$ cat config.mk
export PLATFORM = sky130hd
export DESIGN_NAME = seq_gen
export DESIGN_NICKNAME = d
export VERILOG_FILES = /design/src/rtl/seq_pkg.sv /design/src/rtl/seq_shreg.sv /design/src/rtl/seq_gen.sv
export SDC_FILE = /design/constraint.sdc
export NUM_CORES = 1
export LEC_CHECK = 0
export CAP_MARGIN = 0
export CORE_AREA = 2 2 72 74
export DETAILED_ROUTE_END_ITERATION = 8
export DIE_AREA = 0 0 74 76
export PLACE_DENSITY = 0.79
export SYNTH_ARGS = -nofsm -noshare
export SYNTH_HDL_FRONTEND = slang
export SYNTH_SLANG_ARGS = --single-unit
$ cat constraint.sdc
create_clock -name clk -period 3.5 [get_ports clk]
set_input_delay 0.7 -clock clk [delete_from_list [all_inputs] [get_ports clk]]
set_output_delay 0.7 -clock clk [all_outputs]
set_load 0.02 [all_outputs]
$ cat src/rtl/seq_pkg.sv
// Shared definitions for the serial frame generator: default sizes and FSM encoding.
package seq_pkg;

  localparam int WIDTH_DEF = 16;
  localparam int CNT_W_DEF = $clog2(WIDTH_DEF + 1);

  typedef enum logic [1:0] {
    IDLE  = 2'd0,
    SHIFT = 2'd1,
    DONE  = 2'd2
  } state_e;

endpackage

$ cat src/rtl/seq_shreg.sv
// Loadable right-shift register; lsb_o is the bit that will be presented next.
module seq_shreg
  import seq_pkg::*;
#(
  parameter int WIDTH = WIDTH_DEF
) (
  input  logic             clk,
  input  logic             rst,
  input  logic             load_i,
  input  logic             shift_i,
  input  logic [WIDTH-1:0] din_i,
  output logic             lsb_o
);

  logic [WIDTH-1:0] sr_q;

  always_ff @(posedge clk) begin
    if (rst) begin
      sr_q <= '0;
    end else if (load_i) begin
      sr_q <= din_i;
    end else if (shift_i) begin
      sr_q <= {1'b0, sr_q[WIDTH-1:1]};
    end
  end

  assign lsb_o = sr_q[0];

endmodule

$ cat src/rtl/seq_gen.sv
// Serial frame generator: sends nbits of data LSB first, repeated rep+1 times,
// then pulses done. Every output comes straight from a flop.
module seq_gen
  import seq_pkg::*;
#(
  parameter int WIDTH = WIDTH_DEF,
  parameter int CNT_W = CNT_W_DEF
) (
  input  logic             clk,
  input  logic             rst,
  input  logic             start,
  input  logic [WIDTH-1:0] data,
  input  logic [CNT_W-1:0] nbits,
  input  logic [3:0]       rep,
  output logic             ready,
  output logic             out,
  output logic             out_valid,
  output logic             done
);

  state_e           state_q, state_d;
  logic [WIDTH-1:0] data_q, load_val;
  logic [CNT_W-1:0] nb_q, cnt_q, nb_eff;
  logic [3:0]       rep_q;
  logic             accept, last_bit, reload, sr_load, sr_shift, sr_lsb, nxt_bit;
  logic             ready_q, out_q, vld_q, done_q;
  logic             ready_d, out_d, vld_d, done_d;

  assign nb_eff   = (nbits == '0 || nbits > CNT_W'(WIDTH)) ? CNT_W'(WIDTH) : nbits;
  assign accept   = (state_q == IDLE) && start;
  assign last_bit = (cnt_q == nb_q - CNT_W'(1));
  assign reload   = (state_q == SHIFT) && last_bit && (rep_q != 4'd0);
  assign sr_shift = (state_q == SHIFT) && !last_bit;
  assign sr_load  = accept || reload;
  assign load_val = accept ? data : data_q;
  // The register holds the bits after the one currently on out, so bit 0 bypasses it.
  assign nxt_bit  = sr_load ? load_val[0] : sr_lsb;

  seq_shreg #(.WIDTH(WIDTH)) u_shreg (
    .clk     (clk),
    .rst     (rst),
    .load_i  (sr_load),
    .shift_i (sr_shift),
    .din_i   ({1'b0, load_val[WIDTH-1:1]}),
    .lsb_o   (sr_lsb)
  );

  always_ff @(posedge clk) begin
    if (rst) begin
      state_q <= IDLE;
    end else begin
      state_q <= state_d;
    end
  end

  always_comb begin
    state_d = state_q;
    case (state_q)
      IDLE:    if (start) state_d = SHIFT;
      SHIFT:   if (last_bit && rep_q == 4'd0) state_d = DONE;
      DONE:    state_d = IDLE;
      default: state_d = IDLE;
    endcase
  end

  // Outputs are decoded from the next state so they line up with state_q.
  always_comb begin
    ready_d = (state_d == IDLE);
    vld_d   = (state_d == SHIFT);
    done_d  = (state_d == DONE);
    out_d   = vld_d && nxt_bit;
  end

  always_ff @(posedge clk) begin
    if (rst) begin
      ready_q <= 1'b1;
      out_q   <= 1'b0;
      vld_q   <= 1'b0;
      done_q  <= 1'b0;
    end else begin
      ready_q <= ready_d;
      out_q   <= out_d;
      vld_q   <= vld_d;
      done_q  <= done_d;
    end
  end

  always_ff @(posedge clk) begin
    if (rst) begin
      data_q <= '0;
      nb_q   <= '0;
      cnt_q  <= '0;
      rep_q  <= '0;
    end else if (accept) begin
      data_q <= data;
      nb_q   <= nb_eff;
      cnt_q  <= '0;
      rep_q  <= rep;
    end else if (reload) begin
      cnt_q  <= '0;
      rep_q  <= rep_q - 4'd1;
    end else if (sr_shift) begin
      cnt_q  <= cnt_q + CNT_W'(1);
    end
  end

  assign ready     = ready_q;
  assign out       = out_q;
  assign out_valid = vld_q;
  assign done      = done_q;

endmodule

==> key figures, run 1 <==
Run status
  – Status: complete, no violations

Pwr
  – Pwr/cell area: 382 mW/mm^2
  – Maximum VDD drop: 261 uV
  – Leakage: 0.989 nW

Setup path
  – Crit path DAT: 2.80 ns
  – CP Class: reg -> reg
  – Worst setup EP type: flop
  – Worst path bufs/invs: 2
  – Crit-path cells: inv_1 > ha_1 > xnor2_1 > a211o_1 > a2111oi_4 > buf_4 > mux2i_1 > o211ai_1
  – Worst Setup Start Kind: flop
  – CP max-delay cell: a2111oi_4
  – Crit path max-delay family: compound AO/OA/AOI/OAI gates
  – Critical Path RT: 3.66 ns
  – Max incr delay on CP: 0.63 ns
  – Critical path fanouts, max: 12

Floorplanning
  – Std-Cell Rows: 26
  – I/O Pins: 32
  – Die footprint: 0.00562 mm^2
  – Die height: 76 um
  – Starting Density: 53.0%
  – Die X: 74 um
  – Core footprint: 0.00491 mm^2

Yosys
  – Dominant cells by area after synthesis: dfxtp_1 39%, nand2_1 9.5%, a21oi_1 7.7%
  – Synth warn: 0
  – Top-count cell post-synth: nand2_1
  – Post-Synthesis Cells: 325
  – Register area share after synthesis: 39.2%
  – Commonest cells post-synth: 66 x nand2_1, 51 x dfxtp_1, 40 x a21oi_1
  – Post-synth EDFFs: 0
  – Yosys top cell area share: 39.2%
  – Top cell type by total area after synthesis: dfxtp_1
  – Ys flop type: dfxtp_1
  – Synthesized area: 0.00260 mm^2
  – Syn Nets: 357
  – Register bit count reported by yosys: 51
  – Distinct cells, synth: 39
  – Avg Inst Size Synth: 8.01 um^2
  – Ys async rst share: 0%

STA
  – Final worst slack: 0.862 ns
  – Slew Limit Fails: 0
  – Slew @ Worst Pin: 0.737 ns
  – Hold Vio Cnt, Final: 0
  – FMAX: 379 MHz
  – Tmin final: 2.64 ns
  – TNS Setup: 0 ns
  – Hold WS: 0.459 ns
  – Setup Viol. Count Final: 0
  – Clock skew: 0.00483 ns
  – Worst rel slew slack: 50.6%
  – Unrepaired setup endpoints after global routing: no
  – Fin crit share: 75.4%

Placement
  – Pre-CTS WS: 0.783 ns
  – HPWL reported at the end of detailed placement: 3.81 mm
  – GPL Wtd Cong: 0.776
  – I/O Buffers: 31
  – DP Cell Count: 411

Cells and area
  – P&R area growth vs syn: 18.1%
  – Layout cells sized above 1: 7.16%
  – Final std cells w/o fill: 419
  – Nets: 380
  – Util after Layout: 62.6%
  – Antenna cells: 0

Global routing
  – Largest net degree at the start of global routing: 37
  – Vias in the first global route: 2,253
  – Initial antenna violation count: 0
  – Total GRT Usage: 21.7%
  – First-pass GRT wire length: 9.84 mm
  – Congestion Overflow GR: 0

Clock network
  – CTS tree: built
  – Worst-path clk slew: 0.08 ns
  – Setup Buffers After CTS: 0
  – Hold_buf cts: 0
  – Clock Latency Late Sink: 0.30 ns
  – Max Buffers Root-to-Sink: 2
  – CTS buffer count: 5
  – Root buf cell: clkbuf_8
  – Clk sink count: 51
  – H-tree levels: 2
  – CTS resizes: 0

Detailed routing
  – Total detailed-routing wirelength: 5.47 mm
  – Via count: 2,354
  – Drt first-iter violations: 146
  – DR DRC count: 0
  – Routed len/inst: 13.1 um
  – Vias per cell: 5.62
  – Router iterations before antenna repair: 4
  – Final antenna-violating net count: 0

Worst hold path
  – HP Class: reg -> reg

Flow run
  – Max-capacitance violation count: 0
==> tightest hold or removal path: cells and delay by family (launching register included) <==
family	cells	cell delay [ns]
compound gates	1	0.05
simple gates	1	0.05
flops	1	0.32
==> layer usage <==
layer	vias up	track usage (%)	wire length, um
met4	0	6.36	74
met2	38	35.3	2670
met3	8	4.37	214
li1	1203	-	-
met1	1105	28.8	2510
met5	-	0	0
==> cell families after synthesis <==
group	count (synthesis)	synth area share (%)
flops	51	39.2
buf+inv	32	5.00
fa+ha+maj	4	1.92
simple gates	138	26.6
mux	15	5.81
xor+xnor	7	2.35
compound gates	78	19.1
==> registers in the layout, summed over array words and instances, names as in the netlist, 2 cells and up <==
| register | flops |
|---|---|
| nb_q | 5 |
| rep_q | 4 |
| data_q | 16 |
| u_shreg.sr_q | 15 |
| cnt_q | 5 |
| state_q | 2 |
==> per-stage QoR <==
| stage | area, um^2 | power [W] |
|---|---|---|
| after floorplan | 2600 | 0.000756 |
| after global placement | 2970 | 0.000822 |
| after detailed placement | 2970 | 0.000827 |
| after CTS | 3070 | 0.00119 |
| after global routing | 3070 | 0.00123 |
| final | 3070 | 0.00117 |
==> area by class of cell <==
class | count | area (um^2)
Sequential cell | 51 | 1020
Timing Repair Buffer | 40 | 373
Clock buffer | 8 | 100
Fill cell | 453 | 1840
Multi-Input combinational cell | 242 | 1460
Inverter | 8 | 30.0
Tap cell | 70 | 87.6
==> report_power, final <==
group          switching [W]  internal (W)
logic               0.000102     0.0000809
clock network       0.000181      0.000181
registers          0.0000192      0.000610
total               0.000303      0.000872
==> placed cells by master (no fill, tap or decap), drive strengths merged, types with 3 or more instances in the layout <==
| master | count |
|---|---|
| nand2 | 66 |
| dfxtp | 51 |
| a21oi | 40 |
| clkdlybuf4s50 | 30 |
| nor3 | 19 |
| nor3b | 15 |
| mux2i | 14 |
| o211ai | 14 |
| buf | 10 |
| inv | 8 |
| o21ai | 8 |
| clkbuf | 8 |
| nor2 | 7 |
| xnor2 | 6 |
| or3 | 6 |
| nand3b | 5 |
| ha | 4 |
| nand2b | 3 |
| nand4 | 3 |
| nand3 | 3 |
| a31oi | 3 |
| a211oi | 3 |
==> worst paths after layout <==
check                                           from                            end  slack (ns)  cells after the start
worst max register to register  nb_q[0]$_SDFFE_PP0P_  u_shreg.sr_q[11]$_SDFFE_PP0P_        0.86                      8
worst min register to register  data_q[4]$_SDFF_PP0_           data_q[4]$_SDFF_PP0_        0.46                      2
worst max-delay path            nb_q[0]$_SDFFE_PP0P_  u_shreg.sr_q[11]$_SDFFE_PP0P_        0.86                      8
worst min-delay path            data_q[4]$_SDFF_PP0_           data_q[4]$_SDFF_PP0_        0.46                      2
Note: power is estimated with default switching activity, not from simulation.
==> run 2, diff against run 1 <==
CORE_AREA = 2 2 76 78   (was 2 2 72 74)
DIE_AREA = 0 0 78 80   (was 0 0 74 76)
PLACE_DENSITY = 0.74   (was 0.79)
clock period = 2.3 ns   (was 3.5 ns; I/O delays follow)
==> run 2 against run 1 <==
Hold slack better by 0.00053 ns; maximum frequency up 21%; flip-flop and latch count unchanged; first-iteration DRC count down 17%; die area up 11%; total power up 60%; register-to-register slack worse by 0.74 ns; critical endpoint is now rep_q[2]$_SDFFE_PP0N_; highest routed layer unchanged.
==> key figures, run 2 (synthesis gave the netlist of run 1 again) <==
Cells and area
  – Biggest register: data_q
  – P&R area growth vs syn: 22.3%
  – Storage element area: 0.00102 mm^2
  – Util after Layout: 58.9%
  – Largest regs: data_q x16, u_shreg.sr_q x15
  – Filler instances: 504
  – Nets: 388
  – Antenna cells: 0
  – Max FFs per register: 16
  – Most frequent cells in the layout: 65 x nand2_1, 49 x dfxtp_1, 40 x a21oi_1
  – Area of the multi-input gates: 0.00149 mm^2
  – Final std cells w/o fill: 428
  – Most common cell after layout, fill and taps aside: nand2_1
  – Layout cells sized above 1: 11.0%

Placement
  – HPWL reported at the end of detailed placement: 4.02 mm
  – DP Cell Count: 420
  – GPL Wtd Cong: 0.857
  – I/O Buffers: 31

Setup path
  – Cell mode on critical path: a211o_1
  – Critical Path RT: 2.52 ns
  – Critical path fanouts, max: 3
  – Worst Setup Start Kind: flop
  – Crit path max-delay family: compound AO/OA/AOI/OAI gates
  – Crit path DAT: 2.40 ns
  – Worst setup EP type: flop
  – Max incr delay on CP: 0.53 ns
  – Worst path bufs/invs: 1
  – CP max-delay cell: or4_4
  – CP Class: reg -> reg
  – Crit-path cells: inv_1 > ha_4 > xnor2_1 > a211o_1 > a211o_1 > or4_4 > a311oi_2

STA
  – Tmin final: 2.18 ns
  – FMAX: 459 MHz
  – Setup Viol. Count Final: 0
  – Fin crit share: 94.7%
  – Hold Vio Cnt, Final: 0
  – TNS Setup: 0 ns
  – Unrepaired setup endpoints after global routing: no
  – Slew @ Worst Pin: 0.469 ns
  – Hold WS: 0.459 ns
  – Slew Limit Fails: 0
  – Worst rel slew slack: 68.5%
  – Clock skew: 0.00677 ns

Detailed routing
  – Vias per cell: 5.51
  – Router iterations before antenna repair: 4
  – DR DRC count: 0
  – Total detailed-routing wirelength: 5.95 mm
  – Final antenna-violating net count: 0
  – Via count: 2,358
  – Routed len/inst: 13.9 um
  – Drt first-iter violations: 121

Clock network
  – Worst-path clk slew: 0.09 ns
  – Clock Latency Late Sink: 0.30 ns
  – Clk sink count: 51
  – Max Buffers Root-to-Sink: 2
  – Root buf cell: clkbuf_8
  – CTS buffer count: 5
  – CTS tree: built
  – H-tree levels: 2

Global routing
  – Largest net degree at the start of global routing: 31
  – Vias in the first global route: 2,235
  – First-pass GRT wire length: 10.1 mm
  – Congestion Overflow GR: 0
  – Total GRT Usage: 20.1%
  – Initial antenna violation count: 0

Floorplanning
  – Starting Density: 48.2%
  – Core footprint: 0.00541 mm^2
  – I/O Pins: 32
  – Die height: 80 um
  – Die footprint: 0.00624 mm^2
  – Std-Cell Rows: 27
  – Die X: 78 um

Run status
  – Status: complete, no violations

Flow run
  – Max-capacitance violation count: 0

Pwr
  – Maximum VDD drop: 388 uV
  – Leakage: 1.04 nW
  – Pwr/cell area: 588 mW/mm^2

Worst hold path
  – HP Class: reg -> reg
## run 2: changes by cell type in the layout (fill, tap and decap cells not counted), sizes merged
cell and delta:
buf +8, bufinv +1, clkbuf -2
## run 2: what timing repair did
| item | CTS | global route |
|---|---|---|
| gates resized for setup | 1 | 7 |
| hold buffers | 0 | 0 |
| setup endpoints to repair | 14 | 19 |
| pin swaps | 0 | 4 |
| gates cloned | 0 | 1 |
| setup buffers | 0 | 0 |
## run 2: path summary, 6_finish.rpt
path	start	slack, ns	end	cells after the start
worst min-delay path	data_q[5]$_SDFF_PP0_	0.46	data_q[5]$_SDFF_PP0_	2
worst max register to register	nb_q[0]$_SDFFE_PP0P_	0.12	rep_q[2]$_SDFFE_PP0N_	7
worst min register to register	data_q[5]$_SDFF_PP0_	0.46	data_q[5]$_SDFF_PP0_	2
worst max-delay path	nb_q[0]$_SDFFE_PP0P_	0.12	rep_q[2]$_SDFFE_PP0N_	7
## run 2: power by group
part	switching [W]	leakage [nW]	total (W)	internal [W]
logic	0.000166	0.572	0.000306	0.000140
clock network	0.000290	0.0513	0.000609	0.000319
registers	0.0000292	0.418	0.000958	0.000929
total	0.000485	1.04	0.00187	0.00139
## run 2: stage by stage
| step | total power, W | area [um^2] | worst slack, ns |
|---|---|---|---|
| 2_1_floorplan | 0.00115 | 2610 | 0.0103 |
| 3_3_place_gp | 0.00127 | 3050 | 0.0794 |
| 3_5_place_dp | 0.00128 | 3050 | 0.00300 |
| 4_1_cts | 0.00188 | 3150 | 0.0656 |
| 5_1_grt | 0.00196 | 3190 | 0.0169 |
| 6_report | 0.00187 | 3190 | 0.121 |
## run 2: cell type report
cell class | instances | share of cell area (%)
timing repair buffer | 48 | 14.0
inverter | 8 | 0.943
sequential | 51 | 32.1
multi-input combinational | 242 | 46.9
tap | 72 | 2.83
clock buffer | 6 | 2.28
clock inverter | 1 | 0.943
## run 2: worst register-to-register path, cell delays in order (launching register included)
cell and delay, ns:
dfxtp_2 0.35, inv_1 0.06, ha_4 0.23, xnor2_1 0.11, a211o_1 0.34, a211o_1 0.28
or4_4 0.53, a311oi_2 0.19
## run 2: metal layers
metal,GRT usage (%),share of wire (%)
met3,3.73,3.6
met1,24.8,46
met2,35.5,50
met4,6.14,1.0
met5,0,0
